`src/rtl/fc_pkg.sv`:
```
// Shared constants and FSM state encoding for the fully-connected layer sequencer.
package fc_pkg;

  localparam int N_IN    = 1568;
  localparam int ADDR_W  = 11;
  localparam int MAC_LAT = 3;

  typedef enum logic [2:0] {
    IDLE  = 3'd0,
    CLEAR = 3'd1,
    RUN   = 3'd2,
    DRAIN = 3'd3,
    DONE  = 3'd4
  } fc_state_e;

endpackage

```
`src/rtl/fc_layer_sequencer_if.sv`:
```
// Feature handshake plus weight-ROM / MAC-array control bundle of the FC sequencer.
interface fc_layer_sequencer_if #(
  parameter int AW = fc_pkg::ADDR_W
);
  import fc_pkg::*;

  logic          feat_valid;
  logic          feat_ready;
  logic          rom_en;
  logic [AW-1:0] rom_addr;
  logic          acc_clr;
  logic          acc_en;

  modport master (
    input  feat_valid,
    output feat_ready, rom_en, rom_addr, acc_clr, acc_en
  );

  modport slave (
    output feat_valid,
    input  feat_ready, rom_en, rom_addr, acc_clr, acc_en
  );

endinterface

```
`src/rtl/fc_valid_delay.sv`:
```
// Shift register carrying the feature-handshake bit towards the MAC accumulate edge.
module fc_valid_delay #(
  parameter int DEPTH = 3
) (
  input  logic clk,
  input  logic rst,
  input  logic flush,
  input  logic din,
  output logic dout,
  output logic any
);
  import fc_pkg::*;

  logic [DEPTH-1:0] tap_q;
  logic [DEPTH-1:0] tap_d;

  always_comb begin
    tap_d = flush ? '0 : DEPTH'({tap_q, din});
  end

  always_ff @(posedge clk or negedge rst) begin
    if (!rst) tap_q <= '0;
    else      tap_q <= tap_d;
  end

  assign dout = tap_q[DEPTH-1];
  assign any  = |tap_q;

endmodule

```
`src/rtl/fc_layer_sequencer.sv`:
```
// Sequences one FC pass: clear accumulators, stream N_IN features into ROM reads,
// delay accumulate-enable to meet ROM data, then flag the ten scores valid.
module fc_layer_sequencer #(
  parameter int N_IN    = fc_pkg::N_IN,
  parameter int ADDR_W  = fc_pkg::ADDR_W,
  parameter int MAC_LAT = fc_pkg::MAC_LAT
) (
  input  logic                  clk,
  input  logic                  rst,
  input  logic                  start,
  input  logic                  abort,
  fc_layer_sequencer_if.master  bus,
  output logic                  busy,
  output logic                  done,
  output logic                  res_valid
);
  import fc_pkg::*;

  localparam logic [ADDR_W-1:0] LAST_ADDR = ADDR_W'(N_IN - 1);

  fc_state_e         state_q, state_d;
  logic [ADDR_W-1:0] count_q, count_d;
  logic              busy_q, busy_d;
  logic              res_valid_q, res_valid_d;
  logic              hs;
  logic              flush;
  logic              pipe_any;
  logic              pipe_out;

  assign hs = (state_q == RUN) && bus.feat_valid;

  always_comb begin
    state_d        = state_q;
    count_d        = count_q;
    busy_d         = busy_q;
    res_valid_d    = res_valid_q;
    flush          = 1'b0;
    bus.feat_ready = 1'b0;
    bus.rom_en     = 1'b0;
    bus.acc_clr    = 1'b0;
    done           = 1'b0;

    case (state_q)
      IDLE: begin
        if (start && !abort) begin
          state_d     = CLEAR;
          busy_d      = 1'b1;
          res_valid_d = 1'b0;
        end
      end
      CLEAR: begin
        bus.acc_clr = 1'b1;
        count_d     = '0;
        state_d     = RUN;
      end
      RUN: begin
        bus.feat_ready = 1'b1;
        if (hs) begin
          bus.rom_en = 1'b1;
          // The last address is held rather than incremented so count never leaves 0..N_IN-1.
          if (count_q == LAST_ADDR) state_d = DRAIN;
          else                      count_d = count_q + 1'b1;
        end
      end
      DRAIN: begin
        if (!pipe_any) state_d = DONE;
      end
      DONE: begin
        done        = 1'b1;
        res_valid_d = 1'b1;
        busy_d      = 1'b0;
        state_d     = IDLE;
      end
      default: state_d = IDLE;
    endcase

    if (abort) begin
      res_valid_d = 1'b0;
      if (state_q != IDLE) begin
        state_d = IDLE;
        busy_d  = 1'b0;
        count_d = '0;
        flush   = 1'b1;
        done    = 1'b0;
      end
    end
  end

  always_ff @(posedge clk or negedge rst) begin
    if (!rst) begin
      state_q     <= IDLE;
      count_q     <= '0;
      busy_q      <= 1'b0;
      res_valid_q <= 1'b0;
    end else begin
      state_q     <= state_d;
      count_q     <= count_d;
      busy_q      <= busy_d;
      res_valid_q <= res_valid_d;
    end
  end

  fc_valid_delay #(
    .DEPTH (MAC_LAT)
  ) u_valid_delay (
    .clk   (clk),
    .rst   (rst),
    .flush (flush),
    .din   (hs),
    .dout  (pipe_out),
    .any   (pipe_any)
  );

  assign bus.rom_addr = count_q;
  assign bus.acc_en   = pipe_out;
  assign busy         = busy_q;
  assign res_valid    = res_valid_q;

endmodule

```
`src/flat_wrapper.sv`:
```
// flat-port wrapper written by rule: the top's interface ports become plain ports
module fc_layer_sequencer_flat import fc_pkg::*;
#(
  parameter int N_IN    = fc_pkg::N_IN,
  parameter int ADDR_W  = fc_pkg::ADDR_W,
  parameter int MAC_LAT = fc_pkg::MAC_LAT
)
  (clk, rst, start, abort, busy, done, res_valid, bus_feat_valid, bus_feat_ready, bus_rom_en, bus_rom_addr, bus_acc_clr, bus_acc_en);
  fc_layer_sequencer_if bus_i ();
  input  logic clk;
  input  logic rst;
  input  logic start;
  input  logic abort;
  output logic busy;
  output logic done;
  output logic res_valid;
  input wire logic [$bits(bus_i.feat_valid)-1:0] bus_feat_valid;
  output wire logic [$bits(bus_i.feat_ready)-1:0] bus_feat_ready;
  output wire logic [$bits(bus_i.rom_en)-1:0] bus_rom_en;
  output wire logic [$bits(bus_i.rom_addr)-1:0] bus_rom_addr;
  output wire logic [$bits(bus_i.acc_clr)-1:0] bus_acc_clr;
  output wire logic [$bits(bus_i.acc_en)-1:0] bus_acc_en;
  assign bus_i.feat_valid = bus_feat_valid;
  assign bus_feat_ready = bus_i.feat_ready;
  assign bus_rom_en = bus_i.rom_en;
  assign bus_rom_addr = bus_i.rom_addr;
  assign bus_acc_clr = bus_i.acc_clr;
  assign bus_acc_en = bus_i.acc_en;
  fc_layer_sequencer #(.N_IN(N_IN), .ADDR_W(ADDR_W), .MAC_LAT(MAC_LAT)) u_core (.clk(clk), .rst(rst), .start(start), .abort(abort), .bus(bus_i), .busy(busy), .done(done), .res_valid(res_valid));
endmodule
```
`config.mk`:
```
export PLATFORM = sky130hd
export DESIGN_NAME = fc_layer_sequencer_flat
export DESIGN_NICKNAME = d
export VERILOG_FILES = /design/src/rtl/fc_pkg.sv /design/src/rtl/fc_layer_sequencer_if.sv /design/src/rtl/fc_valid_delay.sv /design/src/rtl/fc_layer_sequencer.sv /design/src/flat_wrapper.sv
export SDC_FILE = /design/constraint.sdc
export NUM_CORES = 1
export LEC_CHECK = 0
export CORE_MARGIN = 5
export CORE_UTILIZATION = 35
export CTS_CLUSTER_SIZE = 24
export DETAILED_ROUTE_END_ITERATION = 10
export GPL_ROUTABILITY_DRIVEN = 0
export PLACE_DENSITY = 0.57
export SLEW_MARGIN = 20
export SYNTH_ARGS = -nofsm -noshare
export SYNTH_HDL_FRONTEND = slang
export SYNTH_HIERARCHICAL = 1
export SYNTH_SLANG_ARGS = --single-unit
```
`constraint.sdc`:
```
create_clock -name clk -period 2.6 [get_ports clk]
set_input_delay 0.52 -clock clk [delete_from_list [all_inputs] [get_ports clk]]
set_output_delay 0.52 -clock clk [all_outputs]
set_load 0.01 [all_outputs]
```
; ---- After elaboration in Yosys (flattened, before gate mapping)
; Index checks and enable logic that the tools add are counted.
[classes]
add_sub_neg = 1
n_eq_ne = 6
n_mux = 29
reduce_logical = 8
[op_table]
columns = operator, count
row1 = $mux W11, 4
row2 = $pmux W11 S2, 1
row3 = $mux W3, 7
row4 = $mux W1, 14
row5 = $pmux W3 S4, 1
row6 = $add A11 B1 Y11 const B, 1
row7 = $eq A11 B11 Y1 const B, 1
row8 = $eq A3 B2 Y1 const B, 2
row9 = $reduce_bool A3 Y1, 2
row10 = $pmux W1 S2, 2
row11 = $eq A3 B1 Y1 const B, 1
row12 = $eq A3 B3 Y1 const B, 1
row13 = $logic_not A3 Y1, 1
row14 = $ne A3 B2 Y1 const B, 1
row15 = $reduce_or A3 Y1, 1
row16 = $logic_and A1 B1 Y1, 2
row17 = $reduce_and A2 Y1, 1
row18 = $logic_not A1 Y1, 1
[totals]
regBits = 19
inputBits = 5
out_inout_bits = 18
elab_cells = 49

; ---- Depth between registers and ports, before layout
[logic_depth]
ltp_word = 6
depth_mapped = 6
depth_no_buf = 5

; ---- Hierarchy
; Netlist, hierarchy kept.
[by_module_without_submodules]
columns = module, n_inst, cells_per_inst, area_each_um2, seq_area_each_um2
row1 = fc_layer_sequencer, 1, 118, 1027.2, 400.4
row2 = fc_valid_delay, 1, 7, 100.1, 75.1

; ---- Worst setup path before layout
; No wires, ideal clock.
[synth_path]
path_type = reg-to-reg
start = register u_core.count_q[0], in the netlist u_core/bus.rom_addr[0]
end = register u_core.count_q[10], in the netlist u_core/bus.rom_addr[10]
setup_ns = 0.136
arrival_time_ns = 1.777
required_time_ns = 2.464
slack_ns = 0.686
path_stages_with_launch = 6
n_path_buf = 0
synth_period_minus_slack_ns = 1.914
path_cell_list = dfrtp_1 -> ha_1 -> nand4_1 -> or4_1 -> nand4_1 -> or3b_2
[synth_between]
elab_chain_len = 6
elab_cells_between_ends = 7
classes_between = add/sub: 1 / eq/ne: 1 / mux: 5
[synth_lines]
columns = element, line_no
row1 = from (decl), fc_layer_sequencer.sv:22  ; logic [ADDR_W-1:0] count_q, count_d;
row2 = from (signal assigned), fc_layer_sequencer.sv:97  ; count_q <= count_d;
row3 = $add A11 B1 Y11 or $eq A11 B11 Y1 (tied branches), "fc_layer_sequencer.sv:62, fc_layer_sequencer.sv:61"
row4 = $mux W11 (*), fc_layer_sequencer.sv:61  ; if (count_q == LAST_ADDR) state_d = DRAIN;
row5 = $mux W11 (*), fc_layer_sequencer.sv:58  ; if (hs) begin
row6 = $pmux W11 S2 (*), fc_layer_sequencer.sv:43  ; case (state_q)
row7 = $mux W11, fc_layer_sequencer.sv:79  ; if (state_q != IDLE) begin
row8 = $mux W11 (*), fc_layer_sequencer.sv:77  ; if (abort) begin
row9 = named net u_core.count_d[10], fc_layer_sequencer.sv:22
; The timed path passes the listed nets; every way through them passes the cells marked *.
; A chain may end at the register's enable or synchronous reset.

; ---- Final worst setup path
[layout_path]
start = input bus_feat_valid
end = output bus_rom_en
[layout_between]
elab_chain_len = 3
[layout_lines]
columns = element, line_no
row1 = from (decl), flat_wrapper.sv:17  ; input wire logic [$bits(bus_i.feat_valid)-1:0] bus_feat_valid;
row2 = $logic_and A1 B1 Y1, fc_layer_sequencer.sv:30  ; assign hs = (state_q == RUN) && bus.feat_valid;
row3 = $mux W1, fc_layer_sequencer.sv:58
row4 = $mux W1, fc_layer_sequencer.sv:43
row5 = to (decl), flat_wrapper.sv:19  ; output wire logic [$bits(bus_i.rom_en)-1:0] bus_rom_en;
; Every way passes these cells.

==> impl_metrics.yaml <==
synthesis:
  net_count_synth: 131
  synth.most_common_cell: "sky130_fd_sc_hd__dfrtp_1"
  yosys_most_used_dff: "sky130_fd_sc_hd__dfrtp_1"
  ys_top_cells_by_count: "sky130_fd_sc_hd__dfrtp_1 (19), sky130_fd_sc_hd__nor2_1 (10), sky130_fd_sc_hd__nand2_1 (9), sky130_fd_sc_hd__nand4_1 (9), sky130_fd_sc_hd__nand3_1 (7)"
  synth-edff-count: 0
  synth.ff_latch_count: 19
  yosys.area.top_type_share_pct: 42.2
  netlist_area_before_placement_um2: 1130
  avgSynthCellArea_um2: 9.02
  synth.largest_area_cell: "sky130_fd_sc_hd__dfrtp_1"
  synthArstFlopShare_pct: 100
  netlist_top_cells_area: "sky130_fd_sc_hd__dfrtp_1 (42%), sky130_fd_sc_hd__nand4_1 (5.0%), sky130_fd_sc_hd__nor2_1 (3.3%)"
  synth_cells: 125
  yosys_warnings: 6
  synth_seq_area_share_pct: 42.2
  synth_cell_type_count: 41
placed_design:
  detailedPlacementHpwl_um: 2060
  portBuffers: 22
  place_worst_setup_slack_ps: 45.4
grt:
  grt_max_degree: 20
  grt_pass1_vias: 973
  grt_pass1_wl_um: 4720
  grtUsageTotal_pct: 13.9
  overflow: 0
  antenna_found_initial: 0
timing:
  fmax_ghz: 0.397
  rsz0062_at_grt: "no"
  max_slew_margin_pct: 37.1
  final_hold_viol_count: 0
  setup_total_negative_slack_ps: 0
  worst_margin_slew_ps: 936
  worst_clock_skew_ps: 6.69
  timing.final.crit_share_pct: 97.0
  layout_min_cycle_time_ps: 2520
  setup_ws_ps: 78.1
  timing.final.setup_violations: 0
  slew_viol_final: 0
setup_path:
  timing.critical_path.required_ps: 2080
  start_kind: "input pin"
  arrival_ps: 2000
  ff2ff_setup_slack_ps: 350
  path_max_fanout: 7
  kind_of_end_point_of_the_critical_path: "output port"
  setup.worst_path.class: "in -> out"
cells_and_area:
  fill_cells: 308
  synthToLayoutAreaGrowth_pct: 28.1
  nets: 157
  drive_gt1_share_pct: 14.0
  final_core_util_pct: 46.9
  insertedDiodeCount: 0
run:
  max_cap_violations: 0
drt:
  antenna_violating_nets_post_route: 0
  drc: 0
  routed_via_density: 5.34
  detailedRoute.firstPassIterationCount: 4
  routed-via-count: 1035
  avgRoutedWirePerCell_um: 14.5
  drt_iter0_drc: 42
  routed_wl_um: 2810
die:
  std_cell_rows: 20
  top_level_ports: 23
  floorplan.initialDensity_pct: 36.6
  core_area_um2: 3080
  fp.dieH_um: 66.8
  width_of_the_die_um: 66.8
  die_area_um2: 4460
power_and_ir_drop:
  power_frac_comb_pct: 21.3
  clock_power_share_pct: 25.1
  worst_ir_drop_vdd_uv: 201
  internal-power_w: 0.000429
  power_switching_w: 0.000187
  p_sw_share_pct: 30.4
  sequentialPowerShare_pct: 53.7
  total_power_density_per_cell_area_nw_per_um2: 427
  leakage_power_nw: 0.608
clocking:
  cts-htree-levels: 1
  clockRootBuffer: "sky130_fd_sc_hd__clkbuf_4"
  cts-root-to-sink-buffers: 2
  tritoncts_num_sinks: 19
  clkLatencyLatePin_ps: 300
  cts_buffers: 3
  cts_tree: "yes"
  clkSlewWorstSetupHoldPaths_ps: 110
  ctsHoldBuffers: 0
min_path:
  min-delay-path-class: "reg -> reg"
outcome:
  status: "completed"
==> worst paths after layout <==
| path | from | endpoint | cells after the start |
|---|---|---|---|
| setup / recovery | bus_feat_valid | bus_rom_en | 4 |
| hold / removal | u_core/u_valid_delay/tap_q[0]$_DFF_PN0_ | u_core/u_valid_delay/tap_q[1]$_DFF_PN0_ | 1 |
| setup reg to reg | u_core/state_q[1]$_DFF_PN0_ | u_core/bus.rom_addr[2]$_DFF_PN0_ | 5 |
| hold reg to reg | u_core/u_valid_delay/tap_q[0]$_DFF_PN0_ | u_core/u_valid_delay/tap_q[1]$_DFF_PN0_ | 1 |
| max in group asynchronous | rst | u_core/state_q[1]$_DFF_PN0_ | 2 |
| min in group asynchronous | rst | u_core/bus.rom_addr[7]$_DFF_PN0_ | 2 |
==> layer usage <==
metal  global-route usage (%)  routed length (µm)  part of all wire, %  up-vias
li1                         -                   -                    -      511
met1                     19.4                1370                   49      500
met2                     21.3                1310                   47       22
met3                     2.70                 114                  4.1        2
met4                     4.57                  18                 0.64        0
met5                        0                   0                    0        -
==> timing repair <==
| action | CTS | global route |
|---|---|---|
| setup endpoints to repair | 0 | 2 |
| endpoints found under the hold margin | 0 | 0 |
| gates resized for setup | 0 | 3 |
| buffers inserted | 0 | 0 |
==> cell families after synthesis <==
family / count (synthesis) / synth area share (%)
buffers and inverters: 14 / 5.10
adders and majority gates: 1 / 1.11
muxes: 3 / 2.89
AOI/OAI and AO/OA: 20 / 12.7
xor gates and xnor gates: 2 / 1.55
DFF: 19 / 42.2
and+or+nand+nor: 66 / 34.5
==> placed cells by master (no fill, tap or decap), drive strengths merged, types with 3 or more instances in the layout <==
master and instances:
clkdlybuf4s50 22, dfrtp 19, nor2 10, nand4 9, nand2 9, nand3 7
inv 7, nor2b 6, nor3 5, buf 5, or3b 5, a21oi 4
or4 4, clkbuf 3, nor4 3, o31ai 3
==> critical path: stages <==
cell	delay, ps
sky130_fd_sc_hd__clkdlybuf4s50_1	510
sky130_fd_sc_hd__nand4bb_1	280
sky130_fd_sc_hd__inv_1	140
sky130_fd_sc_hd__clkdlybuf4s50_1	550
==> cell type report <==
type | instances | area (µm²) | share of cell area [%]
Multi-Input combinational cell | 92 | 594 | 41.2
Sequential cell | 19 | 479 | 33.2
Timing Repair Buffer | 27 | 258 | 17.9
Tap cell | 44 | 55.1 | 3.81
Inverter | 8 | 30.0 | 2.08
Clock buffer | 3 | 22.5 | 1.56
Clock inverter | 1 | 5.00 | 0.347
==> metrics by stage <==
step           cells  power (W)  cell area [µm²]  hold WS (ps)
5_1_grt          194   0.000657             1440           544
4_1_cts          194   0.000625             1440           512
2_1_floorplan    125   0.000403             1130           224
3_3_place_gp     190   0.000467             1410           479
6_report         194   0.000617             1440           509
3_5_place_dp     190   0.000468             1410           482
==> power groups by stage <==
stage / clock network [W] / logic, W / registers, W
final: 0.000155 / 0.000131 / 0.000331
after global routing: 0.000177 / 0.000145 / 0.000334
after floorplan: 0 / 0.0000665 / 0.000336
after CTS: 0.000162 / 0.000132 / 0.000330
after global placement: 0 / 0.000131 / 0.000336
after detailed placement: 0 / 0.000131 / 0.000336
==> state kept, by name (all words and copies together), names as in the netlist <==
signal                      count
u_core/state_q                  3
u_core/busy                     1
u_core/u_valid_delay/tap_q      3
u_core/res_valid                1
u_core/bus.rom_addr            11
No activity file was read; power rests on OpenSTA's default activity.
